===== config.mk =====
export PLATFORM = sky130hd
export DESIGN_NAME = encoder_quad_ctrl
export DESIGN_NICKNAME = d
export VERILOG_FILES = /design/src/rtl/encoder_quad_ctrl.sv
export SDC_FILE = /design/constraint.sdc
export NUM_CORES = 1
export LEC_CHECK = 0
export CORE_MARGIN = 2
export CORE_UTILIZATION = 55
export CTS_BUF_LIST = sky130_fd_sc_hd__clkbuf_4
export CTS_CLUSTER_DIAMETER = 30
export DETAILED_ROUTE_END_ITERATION = 10
export PLACE_DENSITY_LB_ADDON = 0.12
export SYNTH_ARGS = -nofsm -noshare
export SYNTH_HDL_FRONTEND = slang
export SYNTH_SLANG_ARGS = --single-unit
export TNS_END_PERCENT = 10

===== constraint.sdc =====
create_clock -name clk -period 4.7 [get_ports clk]
set_input_delay 0.705 -clock clk [delete_from_list [all_inputs] [get_ports clk]]
set_output_delay 0.705 -clock clk [all_outputs]
set_load 0.05 [all_outputs]

===== src/rtl/encoder_quad_ctrl.sv =====
// rtl/encoder_quad_ctrl.sv - quadrature decoder with detent accumulator, bounded position and step-event handshake
// Define ENCODER_QUAD_WRAP_EN to make the position wrap at its bounds instead of saturating.
module encoder_quad_ctrl #(
   parameter int width_p            = 8,
   parameter int max_pos_p          = 255,
   parameter int div_p              = 100,
   parameter int steps_per_detent_p = 4
) (
   input  logic               clk,
   input  logic               reset_i,
   input  logic               A_i,
   input  logic               B_i,
   input  logic               clear_i,
   output logic [width_p-1:0] pos_o,
   output logic               step_valid_o,
   output logic               step_dir_o,
   input  logic               step_ready_i,
   output logic               err_o,
   output logic               drop_o
);

   localparam int cnt_w = $clog2(div_p);
   localparam logic [cnt_w-1:0]   cnt_last = cnt_w'(div_p - 1);
   localparam logic [width_p-1:0] pos_max  = width_p'(max_pos_p);
   localparam logic signed [3:0]  acc_top  = 4'(steps_per_detent_p - 1);

   logic [cnt_w-1:0]   cnt;
   logic               tick;
   logic               primed;
   logic [1:0]         prev_ab;
   logic [1:0]         cur_ab;
   logic               step_cw;
   logic               step_ccw;
   logic               illegal;
   logic signed [3:0]  acc;
   logic signed [3:0]  acc_next;
   logic               detent_up;
   logic               detent_dn;
   logic [width_p-1:0] pos_next;

   always_comb begin
      cur_ab   = {A_i, B_i};
      tick     = (cnt == cnt_last);
      step_cw  = 1'b0;
      step_ccw = 1'b0;
      // Gray sequence 00->01->11->10->00 is clockwise.
      case ({prev_ab, cur_ab})
         4'b00_01, 4'b01_11, 4'b11_10, 4'b10_00: step_cw  = 1'b1;
         4'b01_00, 4'b11_01, 4'b10_11, 4'b00_10: step_ccw = 1'b1;
         default: ;
      endcase
      illegal = ((prev_ab ^ cur_ab) == 2'b11);
   end

   always_comb begin
      acc_next  = acc;
      detent_up = 1'b0;
      detent_dn = 1'b0;
      if (tick && primed) begin
         if (step_cw) begin
            if (acc == acc_top) begin
               acc_next  = 4'sd0;
               detent_up = 1'b1;
            end else begin
               acc_next = acc + 4'sd1;
            end
         end else if (step_ccw) begin
            if (acc == -acc_top) begin
               acc_next  = 4'sd0;
               detent_dn = 1'b1;
            end else begin
               acc_next = acc - 4'sd1;
            end
         end
      end
   end

   always_comb begin
      pos_next = pos_o;
`ifdef ENCODER_QUAD_WRAP_EN
      if (detent_up) begin
         pos_next = (pos_o == pos_max) ? '0 : pos_o + 1'b1;
      end else if (detent_dn) begin
         pos_next = (pos_o == '0) ? pos_max : pos_o - 1'b1;
      end
`else
      if (detent_up && (pos_o != pos_max)) begin
         pos_next = pos_o + 1'b1;
      end else if (detent_dn && (pos_o != '0)) begin
         pos_next = pos_o - 1'b1;
      end
`endif
   end

   always_ff @(posedge clk) begin
      if (reset_i) begin
         cnt          <= '0;
         primed       <= 1'b0;
         prev_ab      <= 2'b00;
         acc          <= 4'sd0;
         pos_o        <= '0;
         step_valid_o <= 1'b0;
         step_dir_o   <= 1'b0;
         err_o        <= 1'b0;
         drop_o       <= 1'b0;
      end else begin
         cnt <= tick ? '0 : cnt + 1'b1;
         if (clear_i) begin
            // The divider keeps running so tick spacing is unaffected by a soft clear.
            primed       <= 1'b0;
            acc          <= 4'sd0;
            pos_o        <= '0;
            step_valid_o <= 1'b0;
            err_o        <= 1'b0;
            drop_o       <= 1'b0;
         end else begin
            if (tick) begin
               prev_ab <= cur_ab;
               primed  <= 1'b1;
            end
            if (tick && primed && illegal) begin
               err_o <= 1'b1;
            end
            acc   <= acc_next;
            pos_o <= pos_next;
            if (detent_up || detent_dn) begin
               if (!step_valid_o || step_ready_i) begin
                  step_valid_o <= 1'b1;
                  step_dir_o   <= detent_up;
               end else begin
                  drop_o <= 1'b1;
               end
            end else if (step_valid_o && step_ready_i) begin
               step_valid_o <= 1'b0;
            end
         end
      end
   end

endmodule


## Yosys cells after proc, flatten, opt, wreduce, memory -nomap -nowiden

Cells that the tools add are included.

- Bits in writable memories: 0
- Output and inout port bits: 12
- Bits in latches: 0
- Word-level logic and storage cells: 70
- Memory bits (read-only): 0
- Flip-flop bits (word level): 26
- Memories kept: 0
- Input port bits: 6

- $lt $le $gt $ge: 0
- Equal/unequal tests: 14
- Div/mod/pow operators: 0
- Multiply operators: 0
- Bitwise operators: 3
- Multiplexer cells: 18
- Add/subtract/negate cells: 5
- Reductions and logical operators: 21
- Shift operators: 0

Operators by type and width:

| operator | number |
|---|---|
| 4-bit by 3-bit == test with 1-bit output (second input constant) | 4 |
| 4-bit == test (second input constant) | 4 |
| 4-bit two-way mux | 4 |
| 8-bit two-way mux | 2 |
| 1-bit two-way mux | 12 |
| 8-bit by 1-bit adder with 8-bit output (second input constant) | 1 |
| 8-bit != test (second input constant) | 1 |
| 2-bit AND reduction | 4 |
| 8-bit nonzero test | 1 |
| 4-bit OR reduction | 2 |
| 8-bit by 1-bit subtractor with 8-bit output (second input constant) | 1 |
| 7-bit by 1-bit adder with 7-bit output (second input constant) | 1 |
| 7-bit == test (second input constant) | 1 |
| 2-bit nonzero test | 3 |
| 1-bit logical AND | 5 |
| 4-bit by 2-bit adder with 4-bit output (second input constant) | 1 |
| 4-bit by 1-bit == test with 1-bit output (second input constant) | 1 |
| 4-bit by 2-bit == test with 1-bit output (second input constant) | 1 |
| 2-bit OR reduction | 2 |
| 4-bit by 2-bit subtractor with 4-bit output (second input constant) | 1 |
| 3-bit AND reduction | 1 |
| 2-bit == test (second input constant) | 1 |
| 1-bit logical OR | 2 |
| 2-bit by 1-bit != test with 1-bit output (second input constant) | 1 |
| other kinds (3) | 4 |

## Depth between registers and ports, before layout

Gate-level depths: netlist (run 1).

- Depth in word-level cells: 9
- Depth in mapped cells: 11
- Gate-level depth less buffers: 11

## Least setup slack after synthesis (run 1)

Ideal clock, no wire load.

- Kind: input -> register
- Start point: input B_i
- End point: register pos_o[7]
- Path buffers: 0
- Data arrival time: 2.765 ns
- Setup time: 0.095 ns
- Cell stages on the path: 10
- Path slack: 1.840 ns
- Required time: 4.605 ns
- Cells stage by stage: xor2_2 nand4_2 nor3_4 inv_4 ha_1 o211ai_1 o211ai_1 nand2_1 or4_1 o311ai_1

- Word-level cells in the longest chain between the ends: 8
- Elaborated cells between the ends (all ways): 21
- Those cells by class: eq/ne: 8; mux: 8; reduce/logical: 5

RTL lines:

| element | RTL line | source |
|---|---|---|
| from (decl) | 12 | `input logic B_i,` |
| 4-bit by 3-bit == test with 1-bit output, or another cell as far along | 47 | `case ({prev_ab, cur_ab})` |
| 4-bit OR reduction | 47 |  |
| 1-bit two-way mux | 47 |  |
| 1-bit two-way mux | 67 | `end else if (step_ccw) begin` |
| 1-bit two-way mux | 60 | `if (step_cw) begin` |
| 1-bit two-way mux | 59 | `if (tick && primed) begin` |
| 1-bit logical AND | 89 | `end else if (detent_dn && (pos_o != '0)) begin` |
| 2-bit nonzero test (no line) | - |  |
| to (signal assigned) | 125 | `pos_o <= pos_next;` |
| to (decl) | 14 | `output logic [width_p-1:0] pos_o,` |

Parallel ways exist; a longest one is shown, timed or not.
A chain may end at the register's enable or synchronous reset.

## Final worst setup path (run 1)

Ends and elaborated chain as after synthesis.

==> metrics, run 1 <==
pwr dens=218.1 mW/mm^2; RSZ-0062 raised after global routing=false; maxcap violations=0; ratio of cells with drive above 1 in the final layout=7.426%; Netlist Area Pre-Place=0.001610 mm^2; number of synthesized flops with an enable pin=0; drt pass-1 iters=4; final setup fails=0; final net count=220; remaining routing DRC violations=0; Core Box Area=0.002758 mm^2; worst path required time=4.95 ns; CP Class=primary input to flip-flop; Hold Violations, Final=0; Die H=58.11 um; fmax=290.2 MHz; Cell Area, Placed=0.001808 mm^2; Ports=18; Worst Hold Endpoint=cnt[0]$_SDFF_PP0_; # rows=19; VDD IR max=0.2005 mV; pins over their slew limit=0; Worst R2R End=pos_o[7]$_SDFFE_PP0P_; Initial Utilization=58.39%; Yosys Warn Count=0; status=complete, no violations; Cells after Synth=184; commonest cells after routing, fill and taps aside=dfxtp_1, nor2_1, clkdlybuf4s50_1; die width=58.11 um; post-route ant nets=0; Finished Core Util=67.47%; DRT Wirelength=3.463 mm; maximum net fanout on the critical path=15; Mapped Nets=201; Int Pwr=0.0003194 W; total track usage=22.70%; input/output buffers=17; register area share after synthesis=32.32%; Yosys cell types=45; setup TNS=0 ns; clock share of power=38.6%; setup bufs post-CTS=0; Worst Hold Class=flip-flop to flip-flop; clock-pin slew on the worst setup and hold paths=0.15 ns; Synth Flop Type=dfxtp_1; CTS tree=built; post_cts resized=0; antenna violations before repair=0; Post-CTS Hold Fix Bufs=0; area grow syn2layout=15.54%; first-pass GRT wire length=5.968 mm; vias per cell=6.146; Num CTS Buffers=3; DR WL/cell=14.86 um; multi-input logic area=0.001061 mm^2; crit start category=primary input; hold_sp=cnt[0]$_SDFF_PP0_; number of global-route vias before repair=1351; largest net degree at the start of global routing=16; clock root buffer=clkbuf_4; Comb pwr share=6.1%; Worst Skew=0.006604 ns; commonest non-fill, non-tap cell in the layout=dfxtp_1; hold_ws=0.4485 ns; maximum root-to-sink buffer count=2; R2R depth=11; Final min period=3.446 ns; worst slew pin tran=0.8416 ns; Sequential Power Share=55.3%; final cell count without fillers=233; Reg area=520.5 um^2; ant diodes=0; R2R setup slack=1.74 ns; post-synthesis sequential element count=26; relative slew slack=43.38%; Cells after DPL=229; routed vias=1432; fin crit share=73.31%; Lkg Pwr=0.6685 nW; grt ovf=0; Switching Fraction=21.29%; RePlAce Congestion=0.8731; Mean Syn Cell Area=8.752 um^2; worst-skew pair later-pin latency=0.33 ns; Filler cells=227; Crit. End Element=flip-flop; DR iter-0 viols=80; die area=0.003377 mm^2; sw power=0.00008639 W; H-tree depth=1; CP Data Arrival Time=3.69 ns; Synth async-reset ratio=0%; Post-DP HPWL=2.569 mm; clock sinks=26; post-route cell area=0.001861 mm^2; worst hold path stage count=1; FF-to-FF Start=cnt[0]$_SDFF_PP0_
## worst max-delay path, cell delays in order
cell	delay, ns
clkdlybuf4s50_1	0.60
xor2_2	0.29
nand4_2	0.18
nor3_4	0.39
inv_4	0.15
ha_1	0.40
o211ai_1	0.12
o211ai_1	0.27
nand2_1	0.11
or4_1	0.40
o311ai_1	0.09
## how the worst max path moves through the flow
stage / startpoint / end / slack (ns)
after floorplan: B_i / pos_o[7]$_SDFFE_PP0P_ / 1.84
after global placement: B_i / pos_o[7]$_SDFFE_PP0P_ / 1.06
after detailed placement: B_i / pos_o[7]$_SDFFE_PP0P_ / 0.96
after CTS: B_i / pos_o[7]$_SDFFE_PP0P_ / 1.29
after global routing: B_i / pos_o[7]$_SDFFE_PP0P_ / 1.05
final: B_i / pos_o[7]$_SDFFE_PP0P_ / 1.25
## metrics by stage
stage               power [W]  worst slack [ns]
floorplan           0.0002436             1.840
CTS                 0.0004086             1.294
finish              0.0004058             1.254
detailed placement  0.0002536            0.9559
global route        0.0004185             1.051
global placement    0.0002525             1.055
## power by group through the flow
| stage | clock network [W] | registers (W) | logic (W) |
|---|---|---|---|
| after CTS | 0.000160 | 0.000224 | 0.0000246 |
| after floorplan | 0 | 0.000229 | 0.0000148 |
| after global routing | 0.000167 | 0.000225 | 0.0000271 |
| final | 0.000157 | 0.000224 | 0.0000247 |
| after detailed placement | 0 | 0.000229 | 0.0000243 |
| after global placement | 0 | 0.000229 | 0.0000234 |
## per-layer routing
| layer | wire length (um) | part of all wire, % | GRT usage [%] |
|---|---|---|---|
| met1 | 1603 | 46 | 29.85 |
| met2 | 1675 | 48 | 38.15 |
| met3 | 140 | 4.0 | 3.125 |
| met4 | 44 | 1.3 | 7.973 |
| met5 | 0 | 0 | 0 |
## cell usage after synthesis, types with 2 or more instances
master     n  area, um^2
or2_2      2       12.51
nor2b_1    2       12.51
ha_1      10       125.1
nand4_1    4       25.02
a21o_1     2       15.01
a21boi_0   2       15.01
nor4_1     2       12.51
mux2i_1    6       60.06
xnor2_1    6       52.55
clkbuf_1   3       11.26
nand3_1    7       35.03
a21oi_1   14       70.07
o21bai_1   2       15.01
o21ai_0   11       55.05
nor2_1    21       78.83
or4_1      5       37.54
a211oi_1   3       22.52
nand2_1    8       30.03
nand2b_1   3       18.77
xor2_1    11       96.34
inv_1      3       11.26
o211ai_1   4       30.03
dfxtp_1   26       520.5
nor3_1     6       30.03
## cell families after synthesis
logic type	synth area share, %
multiplexers	3.730
AND/OR/NAND/NOR	24.40
XOR/XNOR	11.27
adder cells (fa/ha/maj)	9.013
AO/OA/AOI/OAI	17.48
flip-flops	32.32
buffers and inverters	1.787
## registers in the layout (all words and copies together) (netlist names)
name          cells
acc               4
err_o             1
drop_o            1
pos_o             8
primed            1
step_valid_o      1
prev_ab           2
step_dir_o        1
cnt               7
## cell type report
class	count	area share, %
Clock buffer	3	1.210
Timing Repair Buffer	17	9.146
Sequential cell	26	27.98
Clock inverter	1	1.614
Multi-Input combinational cell	151	57.03
Inverter	4	0.9415
Tap cell	31	2.085
Power figures use the tool's default switching activity.
==> run 2: changes to the inputs <==
Settings changed: CORE_UTILIZATION 55 to 52.
Clock period 4.7 ns to 2.77 ns, I/O delays scaled along.
==> run 2 against run 1 <==
Critical path depth stayed put. Combinational power is 94% higher. Sequential cell count stayed put. Sequential power is 71% higher. Via count is 0.84% higher. Cell count is 8.2% higher. Setup slack worse by 1.1 ns. Die area is 5.4% higher. Global-route usage is 0.16 points lower. Clock power is 71% higher. Total power is 72% higher.
==> metrics, run 2 (synthesized netlist as in run 1, its figures left out) <==
status=complete, no violations; Sequential Power Share=54.7%; Int Pwr=0.0005477 W; met1 GRT Util=30.15%; CP Data Arrival Time=2.85 ns; maximum net fanout on the critical path=7; post-route ant nets=0; Lkg Pwr=0.7494 nW; sw power=0.0001522 W; antenna violations before repair=0; maximum root-to-sink buffer count=2; CP Buf/Inv Count=1; clock sinks=26; setup TNS=0 ns; total track usage=22.54%; routed vias=1444; clock root buffer=clkbuf_4; CP max stage delay=0.41 ns; CTS tree=built; Hold Violations, Final=0; Post-CTS Hold Fix Bufs=0; hold_ws=0.4583 ns; R2R depth=11; DRT Wirelength=3.653 mm; CP Class=flip-flop to flip-flop; Worst Hold Class=flip-flop to flip-flop; final setup fails=0; commonest cells after routing, fill and taps aside=dfxtp_1, nor2_1, clkdlybuf4s50_1, buf_4, a21oi_1; ratio of cells with drive above 1 in the final layout=17.81%; hold_sp=cnt[0]$_SDFF_PP0_; Worst Hold Endpoint=cnt[0]$_SDFF_PP0_; RSZ-0062 raised after global routing=false; setup bufs post-CTS=0; number of global-route vias before repair=1344; Worst Skew=0.001401 ns; fmax=383.7 MHz; max reg flops=8; worst path required time=3.01 ns; cell family with most CP delay=simple AND/OR/NAND/NOR gates; Die H=59.65 um; DR WL/cell=14.50 um; fin crit share=94.10%; crit start category=flip-flop; remaining routing DRC violations=0; largest net degree at the start of global routing=16; clock-pin slew on the worst setup and hold paths=0.15 ns; vias per cell=5.730; Comb pwr share=6.8%; FF-to-FF Start=cnt[0]$_SDFF_PP0_; Ports=18; H-tree depth=1; VDD IR max=0.2607 mV; Initial Utilization=53.62%; commonest non-fill, non-tap cell in the layout=dfxtp_1; gr busiest metal=met2; worst slew pin tran=0.5079 ns; Slowest-stage cell, CP=or4_1; CP cell instances=ha_4 -> and4bb_2 -> nand2_2 -> nor3_4 -> inv_4 -> ha_1 -> o211ai_1 -> o211ai_1 -> nand2_1 -> or4_1 -> o311ai_1; RePlAce Congestion=0.9548; pwr dens=342.1 mW/mm^2; Crit. End Element=flip-flop; Core Box Area=0.003003 mm^2; Switching Fraction=21.74%; R2R setup slack=0.16 ns; CP dominant cell by count=o211ai_1; worst hold path stage count=1; # rows=20; ant diodes=0; first-pass GRT wire length=6.023 mm; clock share of power=38.4%; post_cts resized=0; Final min period=2.606 ns; area grow syn2layout=27.04%; most flop-heavy register=pos_o; relative slew slack=66.04%; Post-DP HPWL=2.808 mm; grt ovf=0; worst-skew pair later-pin latency=0.33 ns; Num CTS Buffers=3; GR Util met2=36.96%; pins over their slew limit=0; Regs by FF count=pos_o (8), cnt (7), acc (4); die area=0.003558 mm^2; global-route met3 utilization=2.597%; Worst R2R End=pos_o[7]$_SDFFE_PP0P_; drt pass-1 iters=4; DR iter-0 viols=90; final net count=237; maxcap violations=0; die width=59.65 um; input/output buffers=17
[run 2: stage by stage]
step           std cells  util (%)  setup slack (ns)  total power, W  cell area [um^2]
6_report             252     68.13            0.1635       0.0006999              2046
4_1_cts              252     66.29           0.05953       0.0007047              1991
3_5_place_dp         248     64.54           -0.2156       0.0004356              1938
5_1_grt              252     68.13           0.02661       0.0007261              2046
2_1_floorplan        184         -            0.1449       0.0004134              1610
3_3_place_gp         248     64.54           -0.1248       0.0004336              1938
[run 2: per-layer routing]
layer / part of all wire [%] / vias up
li1: - / 747
met1: 49 / 675
met2: 48 / 16
met3: 2.1 / 6
met4: 1.2 / 0
met5: 0 / -
[run 2: power groups by stage]
stage               registers, W  logic [W]  clock network [W]
floorplan               0.000388  0.0000251                  0
global placement        0.000389  0.0000449                  0
detailed placement      0.000389  0.0000463                  0
CTS                     0.000381  0.0000466           0.000277
global route            0.000384  0.0000546           0.000288
finish                  0.000383  0.0000479           0.000269
[run 2: how the worst max path moves through the flow]
| stage | startpoint | endpoint | slack (ns) | depth (start not counted) |
|---|---|---|---|---|
| floorplan | cnt[0]$_SDFF_PP0_ | pos_o[7]$_SDFFE_PP0P_ | 0.14 | 11 |
| global placement | B_i | pos_o[7]$_SDFFE_PP0P_ | -0.12 | 11 |
| detailed placement | B_i | pos_o[7]$_SDFFE_PP0P_ | -0.22 | 11 |
| CTS | cnt[0]$_SDFF_PP0_ | pos_o[7]$_SDFFE_PP0P_ | 0.06 | 11 |
| global route | cnt[0]$_SDFF_PP0_ | pos_o[7]$_SDFFE_PP0P_ | 0.03 | 12 |
| finish | cnt[0]$_SDFF_PP0_ | pos_o[7]$_SDFFE_PP0P_ | 0.16 | 11 |
[run 2: worst reg2reg max path, cell delays in order, from the launching register on]
cell and delay (ns):
dfxtp_2 0.39, ha_4 0.17, and4bb_2 0.25, nand2_2 0.10
nor3_4 0.23, inv_4 0.10, ha_1 0.31, o211ai_1 0.10
o211ai_1 0.27, nand2_1 0.11, or4_1 0.41, o311ai_1 0.09
[run 2: final cells by class]
cell class                 instances  area [um^2]
fill                             259        957.2
clock inverter                     1        30.03
clock buffer                       3        22.52
multi-input combinational        151         1114
sequential                        26        523.0
tap                               33        41.29
inverter                           4        17.52
timing repair buffer              34        297.8
==> edit 1: new RTL, settings of run 1 <==
Make the reset (`reset_i`) asynchronous in one clocked block.
--- a/src/rtl/encoder_quad_ctrl.sv
+++ b/src/rtl/encoder_quad_ctrl.sv
@@ -93,5 +93,5 @@
    end
 
-   always_ff @(posedge clk) begin
+   always_ff @(posedge clk or posedge reset_i) begin
       if (reset_i) begin
          cnt          <= '0;
Check against the original RTL: same outputs for any inputs over 10 cycles, from zero or initial values and one cycle with reset_i high; that may be too few to reach the edited logic, so the function may still have changed.
==> edit 1 against run 1 <==
Worst setup slack got worse by 0.24 ns. Design area rose by 8.2%. Synthesized cell count did not move. Sequential share of layout area rose by 4.3 points. Total power fell by 0.25%. Global-route usage fell by 0.60 points. Area after synthesis rose by 8.8%. Routed wire length rose by 6.4%. Fmax fell by 6.4%. Sequential cell count did not move. Die area rose by 8.2%.
==> edit 1: results <==
{
  "dp_hpwl_microns": 2620,
  "nNetsFinal": 219,
  "path_clk_slew_ns": 0.17,
  "synth-xor-area-share_pct": 8.429,
  "cp_slowest_cell": "or3_1",
  "track_usage_pct": 22.10,
  "min_from": "cnt[0]",
  "drt_iter0_markers": 164,
  "grt_start_max_net_pins": 27,
  "outcome": "complete, no violations",
  "place_ws_ns": 0.7023,
  "crit_start": "A_i",
  "synthMuxAreaShare_pct": 3.143,
  "cp_slowest_stage_delay_ns": 0.60,
  "path_max_fanout": 12,
  "synthTopCellsByArea": "dfrtp_1 37%, ha_1 7.1%, xnor2_1 4.5%, a21oi_1 4.0%, nor2_1 3.9%",
  "worst-endpoint-arrival_ns": 3.90,
  "grt_pass1_wl_microns": 6175,
  "async_flop_share_pct": 100.0,
  "yosysSeqAreaShare_pct": 37.14,
  "cts-resized-gates": 0,
  "ys_top_cells_by_count": "26 x dfrtp_1, 18 x nor2_1, 14 x a21oi_1, 11 x o21ai_0",
  "peakVddDrop_mv": 0.1684,
  "wirelength_microns": 3684,
  "synth-compound-area-share_pct": 17.64,
  "ys_types": 49,
  "swShare_pct": 21.48,
  "pwr-share-clk_pct": 39.4
}
## edit 1: worst reg2reg max path, cell delays in order, from the launching register on
cell	delay (ns)
dfrtp_1	0.47
xnor2_1	0.35
nand4_2	0.25
or3_1	0.60
ha_1	0.38
a211oi_1	0.27
o211ai_1	0.14
o21ai_0	0.13
mux2i_1	0.23
mux2_1	0.33
## edit 1: stage by stage
step           area (sq um)  std cells  hold slack, ns  power [mW]
3_5_place_dp           1961        241          0.4886      0.2500
5_1_grt                2013        245          0.5349      0.4185
2_1_floorplan          1752        184          0.4553      0.2414
3_3_place_gp           1961        241          0.4805      0.2492
4_1_cts                2013        245          0.5090      0.4091
6_report               2013        245          0.5124      0.4048
## edit 1: path summary, 6_finish.rpt
path / slack [ns] / end / cells past startpoint
worst max-delay path: 1.02 / pos_o[7] / 10
worst min-delay path: 0.51 / cnt[0] / 1
worst max register to register: 1.43 / pos_o[7] / 9
worst min register to register: 0.51 / cnt[0] / 1
max in group asynchronous: 3.21 / pos_o[6] / 2
min in group asynchronous: 0.88 / prev_ab[0] / 2
## edit 1: metal layers
metal / GRT usage (%) / wire length (microns) / up-vias
met4: 6.522 / 15 / 0
met3: 2.559 / 114 / 2
met5: 0 / 0 / -
met2: 38.51 / 1865 / 36
li1: - / - / 709
met1: 29.09 / 1688 / 685
## edit 1: final cells by class
cell class | instances | area (sq um)
inverters | 7 | 26.28
well taps | 44 | 55.05
multi-input cells | 147 | 1059
fillers | 256 | 1040
clock inverters | 1 | 30.03
repair buffers | 17 | 170.2
clock buffers | 3 | 22.52
flip-flops and latches | 26 | 650.6
==> edit 2: new RTL, settings of run 1 <==
Made on the original files. The parameter `width_p` goes from 8 to 6.
--- a/src/rtl/encoder_quad_ctrl.sv
+++ b/src/rtl/encoder_quad_ctrl.sv
@@ -2,5 +2,5 @@
 // Define ENCODER_QUAD_WRAP_EN to make the position wrap at its bounds instead of saturating.
 module encoder_quad_ctrl #(
-   parameter int width_p            = 8,
+   parameter int width_p            = 6,
    parameter int max_pos_p          = 255,
    parameter int div_p              = 100,
Ports: changed (resized pos_o); port bits go from 18 to 16. The function was not compared with the original's and may differ.
==> edit 2 against run 1 <==
Total power decreased by 5.9%. Global-route usage decreased by 1.3 points. Critical path depth decreased by 1. Sequential share of layout area increased by 1.1 points. Sequential cell count decreased by 2. Worst setup slack got worse by 0.085 ns. Largest cell class unchanged. Routed wire length decreased by 13%. Design area decreased by 11%. Die area decreased by 10%. Combinational power decreased by 3%. Cell count decreased by 9.9%. Register-to-register slack got worse by 0.10 ns. Area after synthesis decreased by 11%.
==> edit 2: results <==
{
  "power_density_mw_per_mm2": 231.4,
  "seq-power_uw": 208,
  "ys_types": 47,
  "grt_pass1_vias": 1130,
  "ys_top_cells_by_count": "24 x dfxtp_1, 21 x nor2_1, 12 x nand2_1, 11 x a21oi_1, 11 x nand3_1",
  "reg2regPathDepth": 10,
  "maxSlewHeadroom_pct": 66.44,
  "antenna_found_initial": 0,
  "cp_common_cell": "mux2i_1",
  "worst-endpoint-arrival_ns": 3.80,
  "cts_setup_buffers": 0,
  "dp_hpwl_microns": 2296,
  "p_leak_nw": 0.5962,
  "synthTopCellsByArea": "dfxtp_1 34%, ha_1 7.0%, nor2_1 5.5%, a21oi_1 3.8%, nand3_1 3.8%",
  "reg2reg_from": "cnt[0]",
  "routedWlPerCell_microns": 14.39,
  "root_buffer": "clkbuf_4",
  "p_switching_uw": 79.16,
  "track_usage_pct": 21.38,
  "reg_top3": "cnt x7, pos_o x6, acc x4",
  "drt_iter0_markers": 23,
  "io_buffers": 15,
  "grt_start_max_net_pins": 15,
  "start_kind": "input port",
  "grt_pass1_wl_microns": 4671,
  "n_antenna_cell": 0,
  "outcome": "complete, no violations",
  "cp_slowest_stage_delay_ns": 0.57,
  "syn_nets": 181,
  "place_ws_ns": 0.8770,
  "vias_per_cell": 5.833,
  "nNetsFinal": 196,
  "yosysSeqAreaShare_pct": 33.54,
  "pwr-share-clk_pct": 39.3,
  "crit_start": "B_i",
  "peakVddDrop_mv": 0.1945,
  "fin_skew_ns": 0.01191,
  "drive_gt1_share_pct": 7.778,
  "place.gp.congestion": 0.8584,
  "path_max_fanout": 8
}
-- edit 2: worst reg2reg max path: stages (launching register included) --
cell	delay, ns
dfxtp_1	0.37
ha_1	0.27
and3_1	0.21
nand2_1	0.14
or3_1	0.54
ha_1	0.36
a211oi_1	0.35
o21bai_1	0.13
a21oi_1	0.21
mux2i_1	0.24
mux2i_1	0.19
-- edit 2: through the flow --
step	cells	area, sq um
floorplan	166	1433
global placement	206	1598
detailed placement	206	1598
CTS	210	1650
global route	210	1650
finish	210	1650
-- edit 2: layout make-up --
class | instances | area [sq um]
sequential | 24 | 480.5
clock buffer | 3 | 22.52
multi-input combinational | 134 | 918.4
inverter | 3 | 11.26
fill | 221 | 827.0
clock inverter | 1 | 30.03
timing repair buffer | 15 | 150.1
tap | 30 | 37.54
-- edit 2: metal layers --
metal	routed length (microns)	GRT usage, %	up-vias
li1	-	-	624
met1	1383	25.54	575
met2	1496	38.10	22
met3	116	3.495	4
met4	25	8.130	0
met5	0	0	-
-- edit 2: cell families after synthesis --
| kind of cell | count (synthesis) | share of synthesized area (%) |
|---|---|---|
| flip-flops | 24 | 33.54 |
| buffers and inverters | 8 | 2.358 |
| AND/OR/NAND/NOR | 73 | 27.60 |
| XOR/XNOR | 14 | 9.608 |
| AO/OA/AOI/OAI | 32 | 14.24 |
| multiplexers | 6 | 4.280 |
| adder cells (fa/ha/maj) | 9 | 8.385 |
-- edit 2: path summary, 6_finish.rpt --
| path | slack (ns) | to |
|---|---|---|
| worst max-delay path | 1.17 | pos_o[5] |
| worst min-delay path | 0.45 | cnt[0] |
| worst max register to register | 1.64 | pos_o[5] |
| worst min register to register | 0.45 | cnt[0] |
